--- src/rtl/pattern_scan_ctrl.sv ---
// pattern_scan_ctrl: counts matches of a 4-bit pattern in a serial bit window; define SEQ_OVERLAP_EN to count overlapping matches
module pattern_scan_ctrl #(
    parameter int WIN_W = 8
) (
    input  logic             clk,
    input  logic             rst,
    input  logic             start,
    input  logic [3:0]       pattern,
    input  logic [WIN_W-1:0] win_len,
    input  logic             in,
    input  logic             in_valid,
    output logic             busy,
    output logic             done,
    output logic             hit,
    output logic [WIN_W-1:0] match_cnt,
    output logic [WIN_W-1:0] first_pos
);
    typedef enum logic [1:0] {IDLE, SCAN, DONE} state_t;
    state_t           state;
    logic [3:0]       pat;
    logic [2:0]       hist;
    logic [WIN_W-1:0] len;
    logic [WIN_W-1:0] idx;
    logic [2:0]       elig;
    logic [2:0]       elig_inc;
    logic [2:0]       elig_nxt;
    logic             match;

    // match detection and eligible-bit bookkeeping for the bit consumed this cycle
    always_comb begin
        match    = state == SCAN && in_valid && {hist, in} == pat && elig >= 3'd3;
        elig_inc = elig == 3'd4 ? elig : elig + 3'd1;
`ifdef SEQ_OVERLAP_EN
        elig_nxt = elig_inc;
`else
        elig_nxt = match ? 3'd0 : elig_inc;
`endif
    end

    // scan FSM with registered Moore outputs and match counters
    always_ff @(posedge clk) begin
        if (rst) begin
            state     <= IDLE;
            busy      <= 1'b0;
            done      <= 1'b0;
            hit       <= 1'b0;
            match_cnt <= '0;
            first_pos <= '1;
            hist      <= '0;
            elig      <= '0;
            idx       <= '0;
            pat       <= '0;
            len       <= '0;
        end else begin
            hit <= 1'b0;
            case (state)
                SCAN: begin
                    if (in_valid) begin
                        hist <= {hist[1:0], in};
                        idx  <= idx + 1'b1;
                        elig <= elig_nxt;
                        if (match) begin
                            hit       <= 1'b1;
                            match_cnt <= &match_cnt ? match_cnt : match_cnt + 1'b1;
                            if (match_cnt == '0)
                                first_pos <= idx;
                        end
                        if (idx == len - 1'b1) begin
                            state <= DONE;
                            busy  <= 1'b0;
                            done  <= 1'b1;
                        end
                    end
                end
                IDLE, DONE: begin
                    if (start) begin
                        pat       <= pattern;
                        len       <= win_len;
                        match_cnt <= '0;
                        first_pos <= '1;
                        hist      <= '0;
                        idx       <= '0;
                        elig      <= '0;
                        state     <= win_len == '0 ? DONE : SCAN;
                        busy      <= win_len != '0;
                        done      <= win_len == '0;
                    end
                end
                default: begin
                    state <= IDLE;
                    busy  <= 1'b0;
                    done  <= 1'b0;
                end
            endcase
        end
    end
endmodule

--- config.mk ---
export PLATFORM = sky130hd
export DESIGN_NAME = pattern_scan_ctrl
export DESIGN_NICKNAME = d
export VERILOG_FILES = /design/src/rtl/pattern_scan_ctrl.sv
export SDC_FILE = /design/constraint.sdc
export NUM_CORES = 1
export LEC_CHECK = 0
export ABC_CLOCK_PERIOD_IN_PS = 4400
export CORE_MARGIN = 2
export CORE_UTILIZATION = 46
export DETAILED_ROUTE_END_ITERATION = 8
export PLACE_DENSITY = 0.7
export SYNTH_ARGS = -nofsm -noshare
export SYNTH_HDL_FRONTEND = slang
export SYNTH_SLANG_ARGS = --single-unit
--- constraint.sdc ---
create_clock -name clk -period 4.4 [get_ports clk]
set_input_delay 0.66 -clock clk [delete_from_list [all_inputs] [get_ports clk]]
set_output_delay 0.66 -clock clk [all_outputs]
set_load 0.01 [all_outputs]
* Word-level counts from Yosys, hierarchy flattened
Cells that the tools add are included.
** Word-level totals
- Register bits :: 47
- Output and inout port bits :: 19
** Cells by class
- Add/subtract/negate cells :: 4
- Magnitude comparators :: 1
- Eq/ne operators :: 12
- Muxes and demuxes :: 33
- Bitwise logic cells :: 2
- Reduce and logical (&&, ||, !) cells :: 17
** Operator list (number)
- $mux 8 :: 9
- $pmux 8 s2 :: 3
- $add 8x1->8 const B :: 2
- $logic_not 8->1 :: 2
- $mux 3 :: 5
- $pmux 3 s2 :: 2
- $reduce_and 5->1 :: 2
- $eq 8x8->1 :: 1
- $mux 2 :: 4
- $ne 2x2->1 const B :: 4
- $reduce_and 8->1 :: 1
- $reduce_bool 8->1 :: 1
- $sub 8x1->8 const B :: 1
- $mux 1 :: 7
- $reduce_and 3->1 :: 2
- $eq 4x4->1 :: 1
- $ne 2x1->1 const B :: 2
- $pmux 1 s2 :: 2
- $pmux 2 s2 :: 1
- $reduce_and 4->1 :: 1
- $add 3x1->3 const B :: 1
- $eq 3x3->1 const B :: 1
- $ge 3x2->1 const B :: 1
- $logic_and 1x1->1 :: 3
- other kinds (9) :: 10

* Logic depth before layout (Yosys ltp)
Gate-level depths: netlist (run 1).
- Depth after elaboration :: 7
- Mapped depth :: 9
- Depth with buffers taken out :: 8

* Least setup slack after synthesis (run 1)
No wires, ideal clock.
- Kind :: register -> register
- Start point :: register len[0]
- End point :: register busy
- Library setup time :: 0.116 ns
- Arrival :: 1.819 ns
- Setup slack :: 2.465 ns
- Cell stages (with the launch flop) :: 9
- Clock period less this slack :: 1.935 ns
- Cell sequence :: dfxtp_1 > inv_1 > ha_1 > clkbuf_1 > nand2b_1 > a2111oi_0 > a31oi_1 > a211o_1 > a41o_1
** On the way
- Word-level cells in the longest chain between the ends :: 4
** Ends and longest elaborated chain
- start: declaration :: line 22 : logic [WIN_W-1:0] len;
- start signal: assignment :: line 78 : len <= win_len;
- $sub 8x1->8 :: line 68 : if (idx == len - 1'b1) begin
- $eq 8x8->1 :: line 68
- $ne 2x1->1 (no source line)
- $reduce_and 3->1 (no source line)
- end signal: assignment :: line 70 : busy <= 1'b0;
- end signal: assignment :: line 85 : busy <= win_len != '0;
- end signal: assignment :: line 91 : busy <= 1'b0;
- end: declaration :: line 12 : output logic busy,
Every way passes these cells.
A chain may end at the register's enable or synchronous reset.

* Final worst setup path (run 1)
- Start point :: input start
- End point :: register elig[0]
** On the way
- Word-level cells in the longest chain between the ends :: 2
** Ends and longest elaborated chain
- start: declaration :: line 7 : input logic start,
- $ne 2x2->1 (no source line)
- $reduce_and 4->1 (no source line)
- end signal: assignment :: line 61 : elig <= elig_nxt;
- end: declaration :: line 24 : logic [2:0] elig;
Every way passes these cells.

==> results of run 1 <==
## cell type report
cell class / count / area share (%)
clock buffers: 7 / 2.75
inverters: 8 / 1.08
multi-input cells: 213 / 47.1
repair buffers: 36 / 12.9
flip-flops and latches: 46 / 33.2
well taps: 67 / 3.02
## layout by cell type, fill, tap and decap left out, types with 2 or more instances in the layout
| cell type | n |
|---|---|
| o21ai_0 | 4 |
| xor2_1 | 17 |
| clkdlybuf4s50_1 | 35 |
| nand2b_1 | 4 |
| nand4_1 | 6 |
| clkbuf_1 | 2 |
| nor2_1 | 33 |
| and3_1 | 6 |
| a2111oi_0 | 2 |
| and3b_1 | 8 |
| inv_1 | 8 |
| xnor2_1 | 10 |
| nand3_1 | 14 |
| ha_1 | 7 |
| a31oi_1 | 2 |
| nand2_1 | 38 |
| a21oi_1 | 22 |
| o21ai_1 | 8 |
| nor3_1 | 3 |
| dfxtp_1 | 46 |
| clkbuf_8 | 5 |
| nand3b_1 | 3 |
| or4_1 | 2 |
## flip-flops by register name, indices dropped and copies added (netlist names)
| register | cells |
|---|---|
| hit | 1 |
| len | 8 |
| done | 1 |
| idx | 8 |
| first_pos | 8 |
| hist | 3 |
| busy | 1 |
| pat | 4 |
| elig | 3 |
| match_cnt | 8 |
| state | 1 |
## power breakdown
part | switching (uW) | total, uW | internal, uW
sequential | 19.4 | 453 | 434
combinational | 72.5 | 140 | 67.4
clock | 128 | 238 | 109
## worst paths after layout
check        startpoint       to  slack, ns  cells past startpoint
max               start  elig[0]       1.66                      6
min              pat[1]   pat[1]       0.47                      2
max reg2reg    state[0]  elig[0]       1.99                      5
min reg2reg      pat[1]   pat[1]       0.47                      2
## through the flow
stage                     instances  cell area [um2]  util, %  worst slack [ns]  hold slack, ns
after global routing            377             2780     57.6              1.45           0.499
after CTS                       377             2780     57.6              1.65           0.472
final                           377             2780     57.6              1.66           0.468
after floorplan                 285             2340        -              2.46           0.444
after global placement          370             2700     56.0              1.43           0.458
after detailed placement        370             2700     56.0              1.35           0.461
## synth_stat cells (3+ instances only)
library cell / instances / area (um2)
xnor2_1: 10 / 87.6
dfxtp_1: 46 / 921
nand2b_1: 4 / 25.0
buf_2: 3 / 15.0
nand2_1: 38 / 143
o21ai_1: 8 / 40.0
nor2_1: 33 / 124
o21ai_0: 4 / 20.0
inv_1: 8 / 30.0
nor3_1: 3 / 15.0
clkbuf_1: 12 / 45.0
and3_1: 6 / 37.5
nand4_1: 6 / 37.5
and3b_1: 8 / 70.1
nand3_1: 14 / 70.1
buf_4: 3 / 22.5
a21oi_1: 22 / 110
ha_1: 7 / 87.6
nand3b_1: 3 / 22.5
xor2_1: 17 / 149
## worst max-delay path, stage by stage
cell and delay [ns]:
clkdlybuf4s50_1 0.54, nor2b_1 0.78, nor2_1 0.14, a41oi_1 0.39
mux2_2 0.38, nor2_1 0.08
## logic make-up (layout without fill, tap and decap cells)
logic type	count (synthesis)	count (layout)	synth area share, %
AOI/OAI and AO/OA	46	46	11.6
xor gates and xnor gates	27	27	10.1
adders and majority gates	7	7	3.74
buffers and inverters	26	51	4.81
DFF	46	46	39.4
muxes	2	2	0.909
and+or+nand+nor	131	131	29.5
## routing by layer
| layer | vias to the layer above | part of all wire [%] | GRT usage [%] |
|---|---|---|---|
| li1 | 1028 | - | - |
| met1 | 923 | 49 | 25.0 |
| met2 | 42 | 47 | 30.0 |
| met3 | 8 | 3.7 | 3.97 |
| met4 | 0 | 1.2 | 5.26 |
| met5 | - | 0 | 0 |
==> qor.csv, run 1 <==
stage,metric,value,unit
sta,setup tns final,0,ns
finish,share of layout cells above drive strength 1,4.19,%
detailed_routing,DRC,0,
finish,ant diodes,0,
finish,"Net count, final",334,
placed_design,routability congestion estimate,0.790,
outcome,status,"complete, no violations",
sta,Max Clock Freq,365,MHz
clocking,Inserted Clock Buffers,5,
critical_path,Crit path required time,4.64,ns
global_routing,initial antenna violation count,0,
clocking,clock-pin slew on the worst setup and hold paths,0.08,ns
critical_path,WP data arrival,2.98,ns
yosys,Post-Syn Instances,285,
detailed_routing,post-DR vias/cell,5.31,
yosys,ys flop type,dfxtp_1,
pwr,Pwr per Cell Area,299,nW/um2
yosys,"Avg Cell Area, Syn",8.21,um2
sta,RSZ-0062 raised after global routing,no,
critical_path,Crit Path Class,input pin to flop,
yosys,Async SR Flop Fraction,0,%
yosys,number of synthesized flops with an enable pin,0,
finish,filler instances,486,
yosys,synthesized cell area,2340,um2
clocking,CTS H-tree lvls,2,
sta,hold violation count in the final report,0,
floorplan,row count,25,
clocking,# Post-CTS Setup Buffers,0,
finish,register area,921,um2
placed_design,IO Port Bufs,35,
global_routing,first-pass GRT wire length,8.14,mm
pwr,Pwr Total,830,uW
detailed_routing,drt wl/cell,12.8,um
floorplan,Core Area,4820,um2
finish,multi-input logic area,1310,um2
critical_path,crit-path max FO,14,
clocking,Clock Latency Late Sink,0.29,ns
detailed_routing,initial DRC count,87,
yosys,Synth Warn #,0,
worst_hold_path,worst min path class,flop to flop,
sta,# setup viols final,0,
floorplan,I/O Pins,36,
global_routing,grt ovf,0,
yosys,syn_nets,309,
sta,Max Slew Vio Count,0,
pwr,maximum VDD drop,208,uV
sta,Slew @ Worst Pin,0.957,ns
clocking,CTS tree,built,
sta,Post-Route Skew,0.00407,ns
floorplan,Die Area,5670,um2
placed_design,detailed placer's ending HPWL,3.49,mm
clocking,"Hold-fix buffers, CTS",0,
global_routing,global-route usage over all layers,18.5,%
finish,synthesis-to-finish area growth,18.6,%
global_routing,largest net degree at the start of global routing,28,
floorplan,height of the die,75.3,um
global_routing,vias in the first global route,1804,
clocking,PostCTS Resize Cnt,0,
yosys,sequential fraction of the synthesis area,39.4,%
critical_path,CP Capture Type,flop,
critical_path,Setup crit start kind,input pin,
sta,Max-slew headroom,36.1,%
sta,min cycle time layout,2.74,ns
detailed_routing,routed wire length,4.81,mm
floorplan,chip width,75.3,um
run,Max-Cap Viols,0,
clocking,Sink Count,46,
clocking,clock tree buffer depth,2,
pwr,Leakage,0.00105,uW
detailed_routing,via count,2001,
sta,period utilization,62.3,%
clocking,clock root buffer,clkbuf_8,
floorplan,Initial Util,48.6,%
detailed_routing,DRT antenna net count,0,
yosys,#FFs+latches synth,46,
detailed_routing,Pre-Repair DR Iteration Count,4,
yosys,Unique masters post-synth,47,
Power figures use the tool's default switching activity.
==> inputs of run 2 (changes only) <==
- ABC_CLOCK_PERIOD_IN_PS: 4400 -> 2300
- PLACE_DENSITY: 0.7 -> 0.73
- clock period: 4.4 -> 2.3 ns (I/O delays scaled with it)
==> run 2 against run 1 <==
Power rose by 99%. Sequential cell count unchanged. Global-route usage increased by 0.92 points. Sequential power rose by 89%. Worst hold slack better by 0.0035 ns. Clock-buffer cell count is the same. Final area rose by 2.7%. Clock power up 110%. Critical path depth rose by 1. Wire length rose by 4.3%. Sequential share of layout area fell by 0.87 points. Clock skew increased by 0.0015 ns. Critical endpoint is now busy. Largest cell class unchanged. Largest power group unchanged. Highest routed layer unchanged.
==> qor.csv, run 2 (synthesis results as in run 1) <==
stage,metric,value,unit,change
clocking,CTS tree,built,,
critical_path,WP data arrival,2.28,ns,-0.70 ns
sta,Min Hold Slack,0.471,ns,+0.00347 ns
sta,hold violation count in the final report,0,,unchanged
pwr,Leakage,0.00110,uW,+4.7%
placed_design,detailed placer's ending HPWL,3.71,mm,+6.2%
floorplan,I/O Pins,36,,unchanged
outcome,status,"complete, no violations",,
floorplan,Die Area,5670,um2,unchanged
finish,synthesis-to-finish area growth,21.8,%,
detailed_routing,via count,2030,,+1.4%
pwr,Seq pwr share,51.9,%,-2.6 points
clocking,clock root buffer,clkbuf_8,,
critical_path,CP top delay family,compound AO/OA/AOI/OAI gates,,
detailed_routing,post-DR vias/cell,5.26,,-0.92%
pwr,Logic pwr share,18.0,%,+1.2 points
critical_path,CP Cell Sequence,inv_1 > ha_1 > nand2b_1 > a2111oi_0 > a31oi_1 > a211o_1 > a41o_1,,
clocking,CTS H-tree lvls,2,,unchanged
pwr,Pint,1220,uW,+99%
critical_path,max incr delay on CP,0.40,ns,-0.38 ns
placed_design,routability congestion estimate,0.856,,+8.4%
sta,# setup viols final,0,,unchanged
sta,Max-slew headroom,68.5,%,+32 points
pwr,Clock Power Share,30.1,%,+1.5 points
finish,most frequent cells in the layout,"dfxtp_1, nand2_1, clkdlybuf4s50_1",,
clocking,Clock Latency Late Sink,0.30,ns,about the same
clocking,Inserted Clock Buffers,5,,unchanged
sta,Slew @ Worst Pin,0.460,ns,-0.497 ns
clocking,PostCTS Resize Cnt,0,,unchanged
floorplan,chip width,75.3,um,unchanged
critical_path,crit path max-delay cell type,dfxtp_1,,
finish,"Net count, final",342,,+2.4%
pwr,switching share of power,26.4,%,-0.073 points
detailed_routing,Pre-Repair DR Iteration Count,4,,unchanged
global_routing,largest net degree at the start of global routing,21,,-25%
critical_path,Crit path required time,2.49,ns,-2.15 ns
clocking,Sink Count,46,,unchanged
worst_hold_path,worst min path class,flop to flop,,
detailed_routing,DRC,0,,unchanged
clocking,"Hold-fix buffers, CTS",0,,unchanged
sta,period utilization,90.6,%,
global_routing,global-route usage over all layers,19.4,%,+0.92 points
clocking,clock tree buffer depth,2,,unchanged
global_routing,grt ovf,0,,unchanged
finish,share of layout cells above drive strength 1,7.21,%,+3.0 points
global_routing,initial antenna violation count,0,,unchanged
finish,Final Util,59.2,%,+1.6 points
global_routing,first-pass GRT wire length,8.58,mm,+5.4%
run,Max-Cap Viols,0,,unchanged
pwr,maximum VDD drop,283,uV,+36%
critical_path,Setup crit start kind,flop,,
sta,Max Slew Vio Count,0,,unchanged
pwr,Pwr per Cell Area,580,nW/um2,+94%
detailed_routing,drt wl/cell,13.0,um,+1.8%
floorplan,height of the die,75.3,um,unchanged
sta,min cycle time layout,2.08,ns,
floorplan,Initial Util,48.6,%,unchanged
critical_path,CP bufs+invs,1,,unchanged
sta,Max Clock Freq,480,MHz,
sta,setup tns final,0,ns,unchanged
critical_path,Crit Path Class,flop to flop,,
critical_path,crit-path max FO,8,,-6
global_routing,vias in the first global route,1931,,+7.0%
finish,"commonest non-fill, non-tap cell in the layout",dfxtp_1,,
finish,ant diodes,0,,unchanged
pwr,Psw,437,uW,+99%
critical_path,CP Capture Type,flop,,
clocking,clock-pin slew on the worst setup and hold paths,0.08,ns,about the same
detailed_routing,initial DRC count,107,,+23%
placed_design,IO Port Bufs,35,,unchanged
floorplan,Core Area,4820,um2,unchanged
sta,Post-Route Skew,0.00558,ns,+0.00151 ns
clocking,# Post-CTS Setup Buffers,0,,unchanged
detailed_routing,DRT antenna net count,0,,unchanged
sta,RSZ-0062 raised after global routing,no,,
floorplan,row count,25,,unchanged
detailed_routing,routed wire length,5.02,mm,+4.3%
## run 2: final cells by class
type | instances | area [um2]
fill | 477 | 1970
multi-input combinational | 213 | 1310
sequential | 46 | 921
timing repair buffer | 44 | 418
clock buffer | 7 | 86.3
tap | 67 | 83.8
inverter | 8 | 30.0
clock inverter | 1 | 5.00
## run 2: power by group through the flow
| stage | registers (uW) | clock network, uW | logic (uW) |
|---|---|---|---|
| 6_report | 858 | 498 | 298 |
| 3_5_place_dp | 877 | 0 | 298 |
| 2_1_floorplan | 874 | 0 | 192 |
| 3_3_place_gp | 875 | 0 | 291 |
| 4_1_cts | 858 | 516 | 300 |
| 5_1_grt | 862 | 544 | 332 |
## run 2: worst reg2reg max path: stages, from the launching register on
cell,delay [ns]
dfxtp_1,0.40
inv_1,0.06
ha_1,0.29
nand2b_1,0.17
a2111oi_0,0.40
a31oi_1,0.08
a211o_1,0.32
a41o_1,0.25
## run 2: path summary, 6_finish.rpt
kind	from	to	slack (ns)	cells past startpoint
worst max register to register	len[0]	busy	0.22	7
worst min register to register	pat[1]	pat[1]	0.47	2
worst max-delay path	len[0]	busy	0.22	7
worst min-delay path	pat[1]	pat[1]	0.47	2
## run 2: stage by stage
step	power, uW	worst slack (ns)	instances	area [um2]
6_report	1650	0.215	386	2850
5_1_grt	1740	0.000352	386	2850
4_1_cts	1670	0.215	386	2850
3_5_place_dp	1170	0.193	378	2760
3_3_place_gp	1170	0.236	378	2760
2_1_floorplan	1070	0.365	285	2340
## run 2: routing by layer
metal | up-vias | track usage, % | part of all wire, %
li1 | 1041 | - | -
met1 | 931 | 25.3 | 47
met2 | 50 | 31.8 | 47
met3 | 8 | 4.76 | 4.1
met4 | 0 | 6.43 | 1.6
met5 | - | 0 | 0
==> inputs of run 3 (changes only) <==
- CORE_UTILIZATION: 46 -> 48
- PLACE_DENSITY: 0.73 -> 0.75
==> run 3 against run 2 <==
Power down 0.14%. Worst hold slack better by 0.0029 ns. Cell count unchanged. Clock skew about the same. First-iteration DRC count up 4.7%. Maximum frequency up 0.57%. Worst setup slack better by 0.012 ns. Critical path depth unchanged. Die area down 4.0%. Clock-buffer cell count down 2. Critical path type unchanged.
==> qor.csv, run 3 (synthesis results as in run 1) <==
stage,metric,value,unit,change
outcome,status,"complete, no violations",,
detailed_routing,DRC,0,,unchanged
sta,# setup viols final,0,,unchanged
sta,RSZ-0062 raised after global routing,no,,
run,Max-Cap Viols,0,,unchanged
detailed_routing,DRT antenna net count,0,,unchanged
sta,Max-slew headroom,71.1,%,+2.6 points
finish,most frequent cells in the layout,"dfxtp_1, nand2_1, clkdlybuf4s50_1",,
clocking,clock-pin slew on the worst setup and hold paths,0.09,ns,about the same
sta,hold violation count in the final report,0,,unchanged
global_routing,grt met3 use,3.70,%,-1.1 points
finish,"commonest non-fill, non-tap cell in the layout",dfxtp_1,,
floorplan,row count,25,,unchanged
global_routing,global-route usage over all layers,19.1,%,-0.35 points
critical_path,r2r worst-path depth,7,,unchanged
critical_path,WP data arrival,2.27,ns,about the same
detailed_routing,routed wire length,4.80,mm,-4.3%
critical_path,Crit Path Class,flop to flop,,
clocking,Sink Count,46,,unchanged
critical_path,RR Startpoint,len[0],,
critical_path,Critical Path Start,len[0],,
critical_path,Setup crit end,busy,,
placed_design,routability congestion estimate,0.873,,+2.0%
global_routing,Top Usage Layer GRT,met2,,
finish,"Net count, final",342,,unchanged
clocking,clock tree buffer depth,2,,unchanged
critical_path,Setup crit start kind,flop,,
pwr,Pwr per Cell Area,578,nW/um2,-0.31%
clocking,CTS H-tree lvls,2,,unchanged
critical_path,RR Endpoint,busy,,
critical_path,crit-path max FO,8,,unchanged
global_routing,met1 Usage GRT,24.5,%,-0.75 points
clocking,Inserted Clock Buffers,5,,unchanged
sta,Max Clock Freq,482,MHz,+0.57%
global_routing,largest net degree at the start of global routing,27,,+29%
floorplan,Die Area,5450,um2,-4.0%
finish,ant diodes,0,,unchanged
global_routing,vias in the first global route,1823,,-5.6%
global_routing,routing usage on met2,32.2,%,+0.45 points
detailed_routing,initial DRC count,112,,+4.7%
global_routing,first-pass GRT wire length,8.16,mm,-4.9%
finish,filler instances,448,,-6.1%
floorplan,height of the die,73.8,um,-2.0%
sta,Max Slew Vio Count,0,,unchanged
placed_design,dpl ws,0.198,ns,+0.00503 ns
detailed_routing,post-DR vias/cell,5.22,,-0.74%
pwr,maximum VDD drop,313,uV,+10%
floorplan,Initial Util,49.5,%,+0.96 points
placed_design,detailed placer's ending HPWL,3.52,mm,-5.2%
sta,Post-Route Skew,0.00526,ns,-0.000328 ns
sta,period utilization,90.1,%,-0.51 points
floorplan,I/O Pins,36,,unchanged
clocking,Clock Latency Late Sink,0.30,ns,about the same
sta,Slew @ Worst Pin,0.429,ns,-0.0312 ns
clocking,CTS tree,built,,
critical_path,R2R setup slack,0.23,ns,about the same
clocking,# Post-CTS Setup Buffers,0,,unchanged
clocking,clock root buffer,clkbuf_8,,
critical_path,CP Capture Type,flop,,
floorplan,chip width,73.8,um,-2.0%
pwr,Leakage,0.00110,uW,-0.23%
sta,final worst setup slack,0.227,ns,+0.0118 ns
finish,share of layout cells above drive strength 1,7.84,%,+0.63 points
finish,synthesis-to-finish area growth,22.0,%,
detailed_routing,Pre-Repair DR Iteration Count,4,,unchanged
floorplan,Core Area,4720,um2,-1.9%
detailed_routing,drt wl/cell,12.4,um,-4.3%
worst_hold_path,worst min path class,flop to flop,,
pwr,Pwr Total,1650,uW,-0.14%
global_routing,initial antenna violation count,0,,unchanged
sta,setup tns final,0,ns,unchanged
critical_path,Crit path required time,2.50,ns,about the same
global_routing,grt ovf,0,,unchanged
placed_design,IO Port Bufs,35,,unchanged
detailed_routing,via count,2015,,-0.74%
sta,min cycle time layout,2.07,ns,-0.0118 ns
==> run 3: changes by cell type in the layout (fill, tap and decap cells not counted), sizes merged <==
cell      delta
clkbuf       -2
clkinv       +1
clkinvlp     +1
==> run 3: through the flow <==
| step | hold WS (ns) | area [um2] | utilization, % | cells |
|---|---|---|---|---|
| floorplan | 0.444 | 2340 | - | 285 |
| global placement | 0.458 | 2760 | 58.4 | 378 |
| detailed placement | 0.466 | 2760 | 58.4 | 378 |
| CTS | 0.479 | 2850 | 60.3 | 386 |
| global route | 0.507 | 2860 | 60.5 | 386 |
| finish | 0.474 | 2860 | 60.5 | 386 |
==> run 3: metal layers <==
layer  vias up  routed length [um]
li1       1043                   -
met1       917                2310
met2        49                2240
met3         6                 210
met4         0                  41
met5         -                   0
==> run 3: worst min-delay path by stage <==
stage / startpoint / endpoint / depth (start not counted)
5_1_grt: pat[2] / pat[2] / 2
4_1_cts: pat[2] / pat[2] / 2
6_report: pat[2] / pat[2] / 2
3_5_place_dp: pat[2] / pat[2] / 2
3_3_place_gp: pat[3] / pat[3] / 2
2_1_floorplan: len[1] / len[1] / 2
==> run 3: report_power, final <==
group          switching [uW]  leakage [uW]  internal, uW  total [uW]
combinational             152      0.000677           147         298
sequential               29.3      0.000374           829         859
clock                     281     0.0000441           214         494
==> run 3: area by class of cell <==
| type | instances | area [um2] | share of cell area [%] |
|---|---|---|---|
| sequential | 46 | 921 | 32.3 |
| inverter | 8 | 30.0 | 1.05 |
| clock buffer | 5 | 68.8 | 2.41 |
| clock inverter | 3 | 21.3 | 0.745 |
| timing repair buffer | 44 | 418 | 14.6 |
| tap | 67 | 83.8 | 2.94 |
| multi-input combinational | 213 | 1310 | 46.0 |
==> run 3: worst max-delay path: stages, from the launching register on <==
cell       delay, ns
dfxtp_1         0.40
inv_1           0.06
ha_1            0.30
nand2b_1        0.20
a2111oi_2       0.36
a31oi_1         0.08
a211o_1         0.32
a41o_1          0.25
==> run 3: what timing repair did <==
item                                    in CTS  in global routing
endpoints found under the setup margin       0                  2
gates resized for setup                      0                  2
hold buffers                                 0                  0
